### config.mk
export PLATFORM = sky130hd
export DESIGN_NAME = pbch_demapper_flat
export DESIGN_NICKNAME = d
export VERILOG_FILES = /design/src/rtl/pbch_demapper_if.sv /design/src/rtl/pbch_demapper.sv /design/src/flat_wrapper.sv
export SDC_FILE = /design/constraint.sdc
export NUM_CORES = 1
export LEC_CHECK = 0
export BUFFER_PORTS_ARGS = -buffer_cell sky130_fd_sc_hd__clkbuf_2
export CAP_MARGIN = 40
export CORE_MARGIN = 2
export CORE_UTILIZATION = 54
export CTS_CLUSTER_SIZE = 16
export DETAILED_ROUTE_END_ITERATION = 8
export PLACE_DENSITY_LB_ADDON = 0.1
export SLEW_MARGIN = 20
export SYNTH_ARGS = -nofsm -noshare
export SYNTH_HDL_FRONTEND = slang
export SYNTH_SLANG_ARGS = --single-unit
### constraint.sdc
create_clock -name clk_i -period 5.1 [get_ports clk_i]
set_input_delay 0 -clock clk_i [delete_from_list [all_inputs] [get_ports clk_i]]
set_output_delay 0 -clock clk_i [all_outputs]
set_load 0.02 [all_outputs]
### src/rtl/pbch_demapper_if.sv
// Stream bundle for the PBCH demapper: FFT RE input plus the LLR and DMRS output streams.
interface pbch_demapper_if #(
    parameter int IN_DW  = 32,
    parameter int LLR_DW = 8
);
    logic [IN_DW-1:0]    s_axis_in_tdata;
    logic                s_axis_in_tvalid;

    logic [2*LLR_DW-1:0] m_axis_llr_tdata;
    logic                m_axis_llr_tvalid;
    logic                m_axis_llr_tlast;
    logic [8:0]          m_axis_llr_tuser;

    logic [IN_DW-1:0]    m_axis_dmrs_tdata;
    logic                m_axis_dmrs_tvalid;
    logic [7:0]          m_axis_dmrs_tuser;

    modport slave (
        input  s_axis_in_tdata, s_axis_in_tvalid,
        output m_axis_llr_tdata, m_axis_llr_tvalid, m_axis_llr_tlast, m_axis_llr_tuser,
        output m_axis_dmrs_tdata, m_axis_dmrs_tvalid, m_axis_dmrs_tuser
    );

    modport master (
        output s_axis_in_tdata, s_axis_in_tvalid,
        input  m_axis_llr_tdata, m_axis_llr_tvalid, m_axis_llr_tlast, m_axis_llr_tuser,
        input  m_axis_dmrs_tdata, m_axis_dmrs_tvalid, m_axis_dmrs_tuser
    );
endinterface

### src/rtl/pbch_demapper.sv
// Splits the three PBCH symbols of an SSB into QPSK soft bits (data REs) and raw DMRS REs.
module pbch_demapper #(
    parameter int IN_DW     = 32,
    parameter int LLR_DW    = 8,
    parameter int LLR_SHIFT = 8
) (
    input  logic                 clk_i,
    input  logic                 reset_i,
    input  logic [9:0]           N_id_i,
    input  logic                 N_id_valid_i,
    input  logic                 PBCH_start_i,
    pbch_demapper_if.slave       axis,
    output logic                 busy_o,
    output logic                 restart_o
);
    localparam int CW    = IN_DW / 2;
    localparam int POS_I = 2 ** (LLR_DW - 1) - 1;
    localparam logic signed [CW-1:0] POS = CW'(POS_I);
    localparam logic signed [CW-1:0] NEG = CW'(-POS_I);

    typedef enum logic {IDLE, SYM} state_t;

    state_t              state_q;
    logic [9:0]          nid_q;
    logic                nid_ok_q;
    logic [1:0]          v_q;
    logic [1:0]          sym_q;
    logic [7:0]          sc_q;
    logic [8:0]          data_idx_q;
    logic [7:0]          dmrs_idx_q;

    logic [2*LLR_DW-1:0] llr_tdata_q;
    logic                llr_tvalid_q;
    logic                llr_tlast_q;
    logic [8:0]          llr_tuser_q;
    logic [IN_DW-1:0]    dmrs_tdata_q;
    logic                dmrs_tvalid_q;
    logic [7:0]          dmrs_tuser_q;
    logic                restart_q;

    logic                ssb_start, beat, restart, is_sss, is_dmrs, is_data, last_beat;
    logic [1:0]          cur_sym, cur_v;
    logic [7:0]          cur_sc, cur_dmrs_idx;
    logic [8:0]          cur_data_idx;
    logic [2*LLR_DW-1:0] llr_word_d;
    logic                unused_nid_hi;

    assign unused_nid_hi = ^nid_q[9:2];

    // A start beat always re-syncs: the current beat becomes sym 0, sc 0 with a fresh v.
    always_comb begin
        ssb_start    = axis.s_axis_in_tvalid & PBCH_start_i & nid_ok_q;
        beat         = axis.s_axis_in_tvalid & ((state_q == SYM) | ssb_start);
        restart      = ssb_start & (state_q == SYM);
        cur_sym      = ssb_start ? 2'd0 : sym_q;
        cur_sc       = ssb_start ? 8'd0 : sc_q;
        cur_v        = ssb_start ? nid_q[1:0] : v_q;
        cur_data_idx = ssb_start ? 9'd0 : data_idx_q;
        cur_dmrs_idx = ssb_start ? 8'd0 : dmrs_idx_q;
        is_sss       = (cur_sym == 2'd1) && (cur_sc >= 8'd48) && (cur_sc <= 8'd191);
        is_dmrs      = beat & ~is_sss & (cur_sc[1:0] == cur_v);
        is_data      = beat & ~is_sss & (cur_sc[1:0] != cur_v);
        last_beat    = (cur_sym == 2'd2) && (cur_sc == 8'd239);
    end

    // gi = 0 is the real component (low half), gi = 1 the imaginary one.
    for (genvar gi = 0; gi < 2; gi++) begin : g_llr
        logic signed [CW-1:0] shifted;
        assign shifted = $signed(axis.s_axis_in_tdata[gi*CW +: CW]) >>> LLR_SHIFT;
        assign llr_word_d[gi*LLR_DW +: LLR_DW] =
            (shifted > POS) ? POS[LLR_DW-1:0] :
            (shifted < NEG) ? NEG[LLR_DW-1:0] : shifted[LLR_DW-1:0];
    end

    always_ff @(posedge clk_i) begin
        if (reset_i) begin
            state_q       <= IDLE;
            nid_q         <= '0;
            nid_ok_q      <= 1'b0;
            v_q           <= '0;
            sym_q         <= '0;
            sc_q          <= '0;
            data_idx_q    <= '0;
            dmrs_idx_q    <= '0;
            llr_tdata_q   <= '0;
            llr_tvalid_q  <= 1'b0;
            llr_tlast_q   <= 1'b0;
            llr_tuser_q   <= '0;
            dmrs_tdata_q  <= '0;
            dmrs_tvalid_q <= 1'b0;
            dmrs_tuser_q  <= '0;
            restart_q     <= 1'b0;
        end else begin
            llr_tvalid_q  <= is_data;
            llr_tdata_q   <= is_data ? llr_word_d : '0;
            llr_tuser_q   <= is_data ? cur_data_idx : '0;
            llr_tlast_q   <= is_data && (cur_data_idx == 9'd431);
            dmrs_tvalid_q <= is_dmrs;
            dmrs_tdata_q  <= is_dmrs ? axis.s_axis_in_tdata : '0;
            dmrs_tuser_q  <= is_dmrs ? cur_dmrs_idx : '0;
            restart_q     <= restart;

            // v is captured only at SSB start, so a load taken mid-SSB waits for the next one.
            if (N_id_valid_i) begin
                nid_q    <= N_id_i;
                nid_ok_q <= 1'b1;
            end

            if (beat) begin
                v_q        <= cur_v;
                data_idx_q <= cur_data_idx + 9'(is_data);
                dmrs_idx_q <= cur_dmrs_idx + 8'(is_dmrs);
                if (last_beat) begin
                    state_q <= IDLE;
                    sym_q   <= '0;
                    sc_q    <= '0;
                end else begin
                    state_q <= SYM;
                    if (cur_sc == 8'd239) begin
                        sc_q  <= '0;
                        sym_q <= cur_sym + 2'd1;
                    end else begin
                        sc_q  <= cur_sc + 8'd1;
                        sym_q <= cur_sym;
                    end
                end
            end
        end
    end

    assign busy_o                  = (state_q == SYM);
    assign restart_o               = restart_q;
    assign axis.m_axis_llr_tdata   = llr_tdata_q;
    assign axis.m_axis_llr_tvalid  = llr_tvalid_q;
    assign axis.m_axis_llr_tlast   = llr_tlast_q;
    assign axis.m_axis_llr_tuser   = llr_tuser_q;
    assign axis.m_axis_dmrs_tdata  = dmrs_tdata_q;
    assign axis.m_axis_dmrs_tvalid = dmrs_tvalid_q;
    assign axis.m_axis_dmrs_tuser  = dmrs_tuser_q;
endmodule

### src/flat_wrapper.sv
// flat-port wrapper written by rule: the top's interface ports become plain ports
module pbch_demapper_flat 
#(
    parameter int IN_DW     = 32,
    parameter int LLR_DW    = 8,
    parameter int LLR_SHIFT = 8
)
  (clk_i, reset_i, N_id_i, N_id_valid_i, PBCH_start_i, busy_o, restart_o, axis_s_axis_in_tdata, axis_s_axis_in_tvalid, axis_m_axis_llr_tdata, axis_m_axis_llr_tvalid, axis_m_axis_llr_tlast, axis_m_axis_llr_tuser, axis_m_axis_dmrs_tdata, axis_m_axis_dmrs_tvalid, axis_m_axis_dmrs_tuser);
  pbch_demapper_if #(.IN_DW(IN_DW), .LLR_DW(LLR_DW)) axis_i ();
  input  logic clk_i;
  input  logic reset_i;
  input  logic [9:0] N_id_i;
  input  logic N_id_valid_i;
  input  logic PBCH_start_i;
  output logic busy_o;
  output logic restart_o;
  input wire logic [$bits(axis_i.s_axis_in_tdata)-1:0] axis_s_axis_in_tdata;
  input wire logic [$bits(axis_i.s_axis_in_tvalid)-1:0] axis_s_axis_in_tvalid;
  output wire logic [$bits(axis_i.m_axis_llr_tdata)-1:0] axis_m_axis_llr_tdata;
  output wire logic [$bits(axis_i.m_axis_llr_tvalid)-1:0] axis_m_axis_llr_tvalid;
  output wire logic [$bits(axis_i.m_axis_llr_tlast)-1:0] axis_m_axis_llr_tlast;
  output wire logic [$bits(axis_i.m_axis_llr_tuser)-1:0] axis_m_axis_llr_tuser;
  output wire logic [$bits(axis_i.m_axis_dmrs_tdata)-1:0] axis_m_axis_dmrs_tdata;
  output wire logic [$bits(axis_i.m_axis_dmrs_tvalid)-1:0] axis_m_axis_dmrs_tvalid;
  output wire logic [$bits(axis_i.m_axis_dmrs_tuser)-1:0] axis_m_axis_dmrs_tuser;
  assign axis_i.s_axis_in_tdata = axis_s_axis_in_tdata;
  assign axis_i.s_axis_in_tvalid = axis_s_axis_in_tvalid;
  assign axis_m_axis_llr_tdata = axis_i.m_axis_llr_tdata;
  assign axis_m_axis_llr_tvalid = axis_i.m_axis_llr_tvalid;
  assign axis_m_axis_llr_tlast = axis_i.m_axis_llr_tlast;
  assign axis_m_axis_llr_tuser = axis_i.m_axis_llr_tuser;
  assign axis_m_axis_dmrs_tdata = axis_i.m_axis_dmrs_tdata;
  assign axis_m_axis_dmrs_tvalid = axis_i.m_axis_dmrs_tvalid;
  assign axis_m_axis_dmrs_tuser = axis_i.m_axis_dmrs_tuser;
  pbch_demapper #(.IN_DW(IN_DW), .LLR_DW(LLR_DW), .LLR_SHIFT(LLR_SHIFT)) u_core (.clk_i(clk_i), .reset_i(reset_i), .N_id_i(N_id_i), .N_id_valid_i(N_id_valid_i), .PBCH_start_i(PBCH_start_i), .axis(axis_i), .busy_o(busy_o), .restart_o(restart_o));
endmodule
==> impl_metrics.tcl, run 1 <==
set metrics [dict create \
    finalCritPeriodShare_pct 65.2 \
    vias 3311 \
    rsz0062_at_grt "no" \
    syn2layout_area_growth_pct 31.2 \
    clock_power_share_pct 36.3 \
    ys_top_cells_by_count "dfxtp_1, and3_1, nand2_1" \
    drv_cap 0 \
    max_freq_ghz 0.301 \
    drc 0 \
    final-seq-area_mm2 0.00204 \
    io_pins 117 \
    grt_pass1_vias 3034 \
    synth_top_area_cell "dfxtp_1" \
    path_cells "nand3_1, buf_4, nand2_1, inv_1, ha_1, a21boi_0, a211o_2, o21ai_2, buf_4, and2_1, ha_1, ha_1, nand2_1, nor4bb_1, xnor2_1, nor2_1" \
    multi_input_area_mm2 0.00165 \
    reg2reg_to "u_core.dmrs_idx_q[4]" \
    gp_congestion 0.792 \
    fill_cells 540 \
    die_w_um 88.2 \
    antenna_found_initial 0 \
    synth.most_common_cell "dfxtp_1" \
    fin_setup_tns_ns 0 \
    grt_pass1_wl_um 14100 \
    worstPathRequired_ns 5.36 \
    switchingPower_uw 370 \
    dieHeight_um 88.2 \
    synth_area_per_cell_um2 9.97 \
    ir_drop_mv 0.168 \
    synth_edf_count 0 \
    antenna_cells 0 \
    drv_slew 0 \
    crit_fanout 42 \
    final_nets 581 \
    first_pass_iters 4 \
    drt_iter0_drc 123 \
    cp_data_arrival_time_ns 3.58 \
    port_buffers 108 \
    syn_inst 384 \
    clkLatencyLatePin_ns 0.37 \
    synth.area.top_cells "dfxtp_1, and3_1, nand2_1" \
    min-delay-path-class "input pin to register" \
    vias_per_cell 5.29 \
    core-area_mm2 0.00683 \
    netlist.area_leader.share_pct 53.3 \
    crit_path_frequent_cell "ha_1" \
    start_util_pct 56.1 \
    synthArstFlopShare_pct 0 \
    cts_sinks 102 \
    fin_crit_ns 3.32 \
    dpl.hpwl_um 5700 \
    clk_pin_slew_worst_paths_ns 0.10 \
    cts-buffers-inserted 9 \
    wirelength_um 8920 \
    crit_type "register to register" \
    power.share.switching_pct 25.2 \
    run_status "completed" \
    worstRegToRegCells 16 \
    rr_startpoint "u_core.nid_ok_q" \
    power.share.combinational_pct 8.7 \
    num_rows 30 \
    endpoint "u_core.dmrs_idx_q[4]" \
    cts.path.max_buffers 2 \
    die-area_mm2 0.00778 \
    seqPwrFrac_pct 55.0 \
    fin_skew_ns 0.0131 \
    postRouteAntennaNets 0 \
    p_leak_uw 0.00229 \
    grt_overflow 0 \
    final_hold_viol_count 0 \
    critPathMaxStageDelay_ns 0.44 \
    slowest_stage "dfxtp_1" \
    cts-htree-levels 3 \
    r2r_slack_ns 1.78 \
    yosysSeqAreaShare_pct 53.3 \
    cts_setup_buffers 0 \
    startpoint "u_core.nid_ok_q" \
    clockRootBuffer "clkbuf_8" \
    start_kind "register" \
    grt_max_degree 43 \
    internal-power_uw 1100 \
    tightest_slew_ns 0.831 \
    finalSetupViolations 0 \
    final_util_pct 73.6 \
    synth_area_mm2 0.00383 \
    powerDensity_mw_per_mm2 293 \
    yosysWarningCount 0 \
    synth.distinct_cells 61 \
    slew-limit-headroom_pct 44.1 \
    cp-end-kind "register" \
    cts_tree "done" \
    syn-num-nets 440 \
    drive_gt1_share_pct 28.3 \
    synth-seq-cells 102 \
    yosys_most_used_dff "dfxtp_1" \
    grt_util_all_layers_pct 23.3 \
    wl_per_cell_um 14.2 \
]
-- cells in the final DEF, fill, tap and decap left out, drive strengths merged, types with 2 or more instances in the layout --
cell / instances
xnor2: 2
a211o: 2
ha: 9
buf: 5
or2: 3
o21ai: 10
dlygate4sd3: 38
and2: 14
o41ai: 2
or3: 4
nand2b: 2
clkbuf: 118
mux2i: 5
a21oi: 19
and3: 38
dfxtp: 102
a21o: 2
nor4b: 12
or4: 4
and4: 6
xor2: 5
a22oi: 3
inv: 13
nand2: 38
nor2: 23
nor4: 6
nor3: 10
mux2: 2
nand3: 8
nand4: 4
a211oi: 2
-- critical path: cells and delay by family (launching register included) --
| family | cells | cell delay [ns] |
|---|---|---|
| AND/OR/NAND/NOR | 6 | 0.85 |
| AO/OA/AOI/OAI | 3 | 0.62 |
| buffers and inverters | 3 | 0.61 |
| adder cells (fa/ha/maj) | 3 | 0.52 |
| flip-flops | 1 | 0.44 |
| XOR/XNOR | 1 | 0.16 |
-- kinds of logic (layout without fill, tap and decap cells) --
| group | count (synthesis) | count (layout) | share of synthesized area [%] |
|---|---|---|---|
| buf+inv | 30 | 176 | 3.69 |
| mux | 7 | 7 | 1.99 |
| simple gates | 177 | 177 | 27.4 |
| fa+ha+maj | 9 | 9 | 2.94 |
| flops | 102 | 102 | 53.3 |
| compound gates | 52 | 52 | 9.02 |
| xor+xnor | 7 | 7 | 1.60 |
-- registers in the layout, summed over array words and instances (netlist names) --
register and count:
u_core.axis.m_axis_dmrs_tdata 32, u_core.axis.m_axis_dmrs_tuser 8, u_core.axis.m_axis_dmrs_tvalid 1, u_core.axis.m_axis_llr_tdata 16
u_core.axis.m_axis_llr_tlast 1, u_core.axis.m_axis_llr_tuser 9, u_core.axis.m_axis_llr_tvalid 1, u_core.busy_o 1
u_core.data_idx_q 9, u_core.dmrs_idx_q 8, u_core.nid_ok_q 1, u_core.nid_q 2
u_core.restart_o 1, u_core.sc_q 8, u_core.sym_q 2, u_core.v_q 2
-- stage by stage --
stage / total power (uW) / setup WS (ns) / hold slack [ns] / cell area, um2 / cells
finish: 1470 / 1.78 / 0.0964 / 5020 / 626
global route: 1530 / 1.44 / 0.123 / 5020 / 626
CTS: 1480 / 1.77 / 0.0883 / 5010 / 625
detailed placement: 929 / 1.78 / 0.227 / 4420 / 571
global placement: 927 / 1.87 / 0.222 / 4410 / 570
floorplan: 893 / 1.91 / 0.121 / 3830 / 384
-- final cells by class --
class                   instances  area share, %
clock inverters                 6           1.72
multi-input cells             252           32.8
repair buffers                151           19.2
well taps                      96           2.39
flip-flops and latches        102           40.6
clock buffers                  10           2.54
inverters                       9          0.672
-- worst min path at each step --
stage	from	endpoint	slack [ns]	cells after the start
final	axis_s_axis_in_tvalid	u_core.busy_o	0.1	4
after global routing	axis_s_axis_in_tvalid	u_core.restart_o	0.12	3
after CTS	axis_s_axis_in_tvalid	u_core.restart_o	0.09	3
after detailed placement	axis_s_axis_in_tdata[18]	u_core.axis.m_axis_dmrs_tdata[18]	0.23	2
after global placement	axis_s_axis_in_tdata[6]	u_core.axis.m_axis_dmrs_tdata[6]	0.22	2
after floorplan	N_id_valid_i	u_core.nid_ok_q	0.12	2
-- power by group through the flow --
stage          Clock, uW  Sequential (uW)  Combinational [uW]
6_report             535              810                 128
5_1_grt              583              811                 138
3_5_place_dp           0              828                 101
2_1_floorplan          0              835                58.0
4_1_cts              546              810                 125
3_3_place_gp           0              828                99.5
-- metal layers --
layer / GRT usage [%] / vias up / wire [um]
met2: 40.5 / 88 / 4540
met3: 3.54 / 15 / 371
li1: - / 1653 / -
met5: 0 / - / 0
met4: 9.92 / 0 / 159
met1: 28.8 / 1555 / 3840
-- what timing repair did --
action | 4_1_cts | 5_1_grt
hold endpoints to repair | 50 | 0
resized for setup | 0 | 0
hold buffers | 38 | 0
(Power assumes the default switching activity.)
==> run 2: changes to the inputs <==
CORE_UTILIZATION = 46   (was 54)
clock period = 3.05 ns   (was 5.1 ns; I/O delays follow)
==> impl_metrics.tcl, run 2 (same netlist as run 1, synthesis figures left out) <==
set metrics [dict create \
    tightest_slew_ns 0.663 \
    core-area_mm2 0.00813 \
    antenna_found_initial 0 \
    total_power_uw 2540 \
    hp-start "PBCH_start_i" \
    start_util_pct 47.1 \
    die-area_mm2 0.00907 \
    worstHoldPathCells 3 \
    cts_sinks 102 \
    rsz0062_at_grt "no" \
    finalSetupViolations 0 \
    start_kind "register" \
    drv_cap 0 \
    startpoint "u_core.nid_ok_q" \
    internal-power_uw 1910 \
    drive_gt1_share_pct 29.5 \
    cp-end-kind "register" \
    io_pins 117 \
    dpl.hpwl_um 6160 \
    crit_family "simple AND/OR/NAND/NOR gates" \
    crit_path_frequent_cell "ha_1" \
    grt_pass1_wl_um 15000 \
    cts-htree-levels 3 \
    crit_buf_inv 1 \
    switchingPower_uw 621 \
    drv_slew 0 \
    final_nets 583 \
    grt.busiest_layer "met2" \
    syn2layout_area_growth_pct 32.5 \
    grt_pass1_vias 3136 \
    ir_drop_mv 0.250 \
    final_hold_viol_count 0 \
    hold_slack_ns 0.0490 \
    r2r_slack_ns 0.35 \
    antenna_cells 0 \
    num_rows 33 \
    cts.path.max_buffers 2 \
    wl_per_cell_um 14.5 \
    clock_power_share_pct 38.0 \
    drt_iter0_drc 132 \
    largest_reg_flops 32 \
    min-delay-path-class "input pin to register" \
    crit_fanout 7 \
    path_cells "nand3_2, nand2_1, inv_1, ha_1, a21boi_0, a211o_2, o21ai_2, and2_1, ha_1, ha_1, nand2_1, nor4bb_1, xnor2_1, nor2_1" \
    postRouteAntennaNets 0 \
    fin_setup_tns_ns 0 \
    fin_crit_ns 2.70 \
    finalCritPeriodShare_pct 88.6 \
    critPathMaxStageDelay_ns 0.39 \
    use_met1_pct 27.3 \
    seqPwrFrac_pct 53.4 \
    clk_pin_slew_worst_paths_ns 0.10 \
    cts-buffers-inserted 9 \
    fin_skew_ns 0.0116 \
    crit_type "register to register" \
    grtUsageMet2_pct 34.4 \
    run_status "completed" \
    grt_util_all_layers_pct 21.2 \
    gp_congestion 0.928 \
    reg2reg_to "u_core.dmrs_idx_q[4]" \
    port_buffers 108 \
    vias 3333 \
    rr_startpoint "u_core.nid_ok_q" \
    mostFrequentLayoutCells "clkbuf_2, dfxtp_1, nand2_1, and3_1, dlygate4sd3_1" \
    p_leak_uw 0.00231 \
    max_freq_ghz 0.370 \
    wirelength_um 9230 \
    slowest_stage "dfxtp_2" \
    first_pass_iters 4 \
    power.share.combinational_pct 8.6 \
    final_common_cell "clkbuf_2" \
    grt_overflow 0 \
    powerDensity_mw_per_mm2 500 \
    worstRegToRegCells 14 \
    cp_data_arrival_time_ns 2.96 \
    min_delay_worst_endpoint "u_core.restart_o" \
    slew-limit-headroom_pct 55.7 \
    cts_tree "done" \
    drc 0 \
    clockRootBuffer "clkbuf_8" \
    grt_max_degree 42 \
    clkLatencyLatePin_ns 0.37 \
    use_met3_pct 4.51 \
    vias_per_cell 5.23 \
    die_w_um 95.2 \
    dieHeight_um 95.2 \
    power.share.switching_pct 24.5 \
    worstPathRequired_ns 3.31 \
]
run 2: power groups by stage:
stage | Sequential, uW | Clock, uW | Combinational, uW
floorplan | 1400 | 0 | 97.6
global placement | 1380 | 0 | 172
detailed placement | 1390 | 0 | 175
CTS | 1350 | 979 | 215
global route | 1360 | 1030 | 238
finish | 1350 | 963 | 218
run 2: per-stage QoR:
step,cells,setup slack [ns],utilization (%),cell area [um2]
5_1_grt,637,0.0763,62.4,5070
6_report,637,0.347,62.4,5070
4_1_cts,636,0.245,62.2,5060
2_1_floorplan,384,0.0146,-,3840
3_5_place_dp,583,0.259,54.8,4460
3_3_place_gp,582,0.393,54.7,4450
run 2: worst min-delay path: cells and delay by family:
kind,cells,cell delay (ns)
simple gates,2,0.24
buf+inv,1,0.12
run 2: how the worst max path moves through the flow:
stage | end | slack, ns | cells past startpoint
floorplan | u_core.dmrs_idx_q[4] | 0.01 | 17
global placement | u_core.data_idx_q[8] | 0.39 | 12
detailed placement | u_core.data_idx_q[8] | 0.26 | 12
CTS | u_core.data_idx_q[8] | 0.24 | 12
global route | u_core.dmrs_idx_q[4] | 0.08 | 14
finish | u_core.dmrs_idx_q[4] | 0.35 | 14
run 2: layout make-up:
class / instances / area (um2)
clock inverter: 7 / 103
multi-input combinational: 252 / 1660
sequential: 102 / 2040
timing repair buffer: 153 / 978
inverter: 9 / 33.8
fill: 700 / 3060
tap: 105 / 131
clock buffer: 9 / 124
run 2: repair_timing:
| action | 4_1_cts | 5_1_grt |
|---|---|---|
| hold buffers | 37 | 0 |
| endpoints found under the hold margin | 49 | 0 |
| buffers inserted | 0 | 0 |
| setup endpoints to repair | 0 | 2 |
| resized for setup | 0 | 1 |
run 2: routing by layer:
| layer | vias to the layer above | share of wire, % |
|---|---|---|
| met5 | - | 0 |
| met4 | 0 | 1.6 |
| met3 | 13 | 5.0 |
| met2 | 85 | 49 |
| met1 | 1580 | 45 |
| li1 | 1655 | - |
==> run 3: changes to the inputs <==
CORE_UTILIZATION = 51   (was 46)
clock period = 3.1 ns   (was 3.05 ns; I/O delays follow)
==> impl_metrics.tcl, run 3 (same netlist as run 1, synthesis figures left out) <==
set metrics [dict create \
    die-area_mm2 0.00822 \
    dieHeight_um 90.7 \
    grt_pass1_vias 3079 \
    clockRootBuffer "clkbuf_8" \
    antenna_cells 0 \
    min-delay-path-class "input pin to register" \
    path_cells "nand3_4, nand2_1, inv_1, ha_1, a21boi_0, a211o_2, o21ai_2, and2_1, ha_1, ha_1, nand2_1, nor4bb_1, xnor2_1, nor2_1" \
    drv_cap 0 \
    die_w_um 90.7 \
    fin_crit_ns 2.75 \
    cp_data_arrival_time_ns 3.00 \
    core-area_mm2 0.00725 \
    final_hold_viol_count 0 \
    slew-limit-headroom_pct 56.0 \
    cts_setup_buffers 0 \
    run_status "completed" \
    fin_skew_ns 0.00780 \
    first_pass_iters 4 \
    dpl.hpwl_um 5870 \
    final_common_cell "clkbuf_2" \
    cts.path.max_buffers 2 \
    cts_tree "done" \
    syn2layout_area_growth_pct 31.3 \
    vias 3265 \
    wl_per_cell_um 14.2 \
    total_power_uw 2340 \
    crit_type "register to register" \
    antenna_found_initial 0 \
    slowest_stage "dfxtp_2" \
    max_freq_ghz 0.364 \
    clkLatencyLatePin_ns 0.36 \
    grt.busiest_layer "met2" \
    grt_util_all_layers_pct 21.5 \
    use_met1_pct 26.9 \
    vias_per_cell 5.17 \
    cts-htree-levels 3 \
    crit_fanout 9 \
    cts-buffers-inserted 9 \
    powerDensity_mw_per_mm2 466 \
    crit_path_frequent_cell "ha_1" \
    grtUsageMet2_pct 36.8 \
    dp_cells 577 \
    gp_congestion 0.845 \
    final_nets 583 \
    cts_sinks 102 \
    num_rows 31 \
    finalSetupViolations 0 \
    setup_ws_ns 0.352 \
    grt_overflow 0 \
    io_pins 117 \
    hold_slack_ns 0.0305 \
    grt_max_degree 42 \
    largest_reg_flops 32 \
    use_met3_pct 5.18 \
    final_cells 631 \
    tightest_slew_ns 0.654 \
    rsz0062_at_grt "no" \
    worstPathRequired_ns 3.35 \
    port_buffers 108 \
    cp-end-kind "register" \
    drv_slew 0 \
    start_kind "register" \
    wirelength_um 8930 \
    p_leak_uw 0.00229 \
    critPathMaxStageDelay_ns 0.41 \
    fill_cells 562 \
    dp_slack_ns 0.209 \
    postRouteAntennaNets 0 \
    finalCritPeriodShare_pct 88.7 \
    grt_pass1_wl_um 14300 \
    start_util_pct 52.8 \
    ir_drop_mv 0.325 \
    drc 0 \
    drt_iter0_drc 144 \
    fin_setup_tns_ns 0 \
    drive_gt1_share_pct 29.1 \
    mostFrequentLayoutCells "clkbuf_2, dfxtp_1, dlygate4sd3_1" \
    clk_pin_slew_worst_paths_ns 0.09 \
]
[run 3: metrics by stage]
step | cell area, um2 | utilization [%]
final | 5030 | 69.3
after global routing | 5030 | 69.3
after CTS | 5020 | 69.2
after detailed placement | 4450 | 61.3
after global placement | 4450 | 61.3
after floorplan | 3840 | -
[run 3: final timing paths]
path                             start              endpoint  slack, ns  cells past startpoint
setup / recovery       u_core.nid_ok_q  u_core.dmrs_idx_q[4]       0.35                     14
hold / removal                 reset_i        u_core.sc_q[6]       0.03                      2
setup reg to reg       u_core.nid_ok_q  u_core.dmrs_idx_q[4]       0.35                     14
hold reg to reg   u_core.dmrs_idx_q[0]  u_core.dmrs_idx_q[0]       0.46                      2
[run 3: cell type report]
| class | count | area, um2 | area share, % |
|---|---|---|---|
| well taps | 99 | 124 | 2.46 |
| inverters | 9 | 33.8 | 0.672 |
| multi-input cells | 252 | 1660 | 33.0 |
| repair buffers | 153 | 973 | 19.4 |
| clock inverters | 5 | 41.3 | 0.821 |
| clock buffers | 11 | 151 | 3.01 |
| flip-flops and latches | 102 | 2040 | 40.6 |
[run 3: metal layers]
metal | share of wire, % | vias to the layer above
li1 | - | 1655
met1 | 46 | 1517
met2 | 48 | 84
met5 | 0 | -
met3 | 4.6 | 9
met4 | 1.2 | 0
[run 3: power breakdown]
| group | internal, uW | switching [uW] |
|---|---|---|
| Clock | 345 | 455 |
| Combinational | 91.9 | 121 |
| Sequential | 1320 | 8.69 |
[run 3: timing repair]
action | 4_1_cts | 5_1_grt
endpoints found under the setup margin | 0 | 1
hold buffers | 38 | 0
hold endpoints to repair | 51 | 0
resized for setup | 0 | 2
[run 3: worst max-delay path: cells and delay by family (launching register included)]
family	cells	cell delay [ns]
DFF	1	0.41
and+or+nand+nor	6	0.87
adders and majority gates	3	0.52
buffers and inverters	1	0.05
xor gates and xnor gates	1	0.16
AOI/OAI and AO/OA	3	0.64
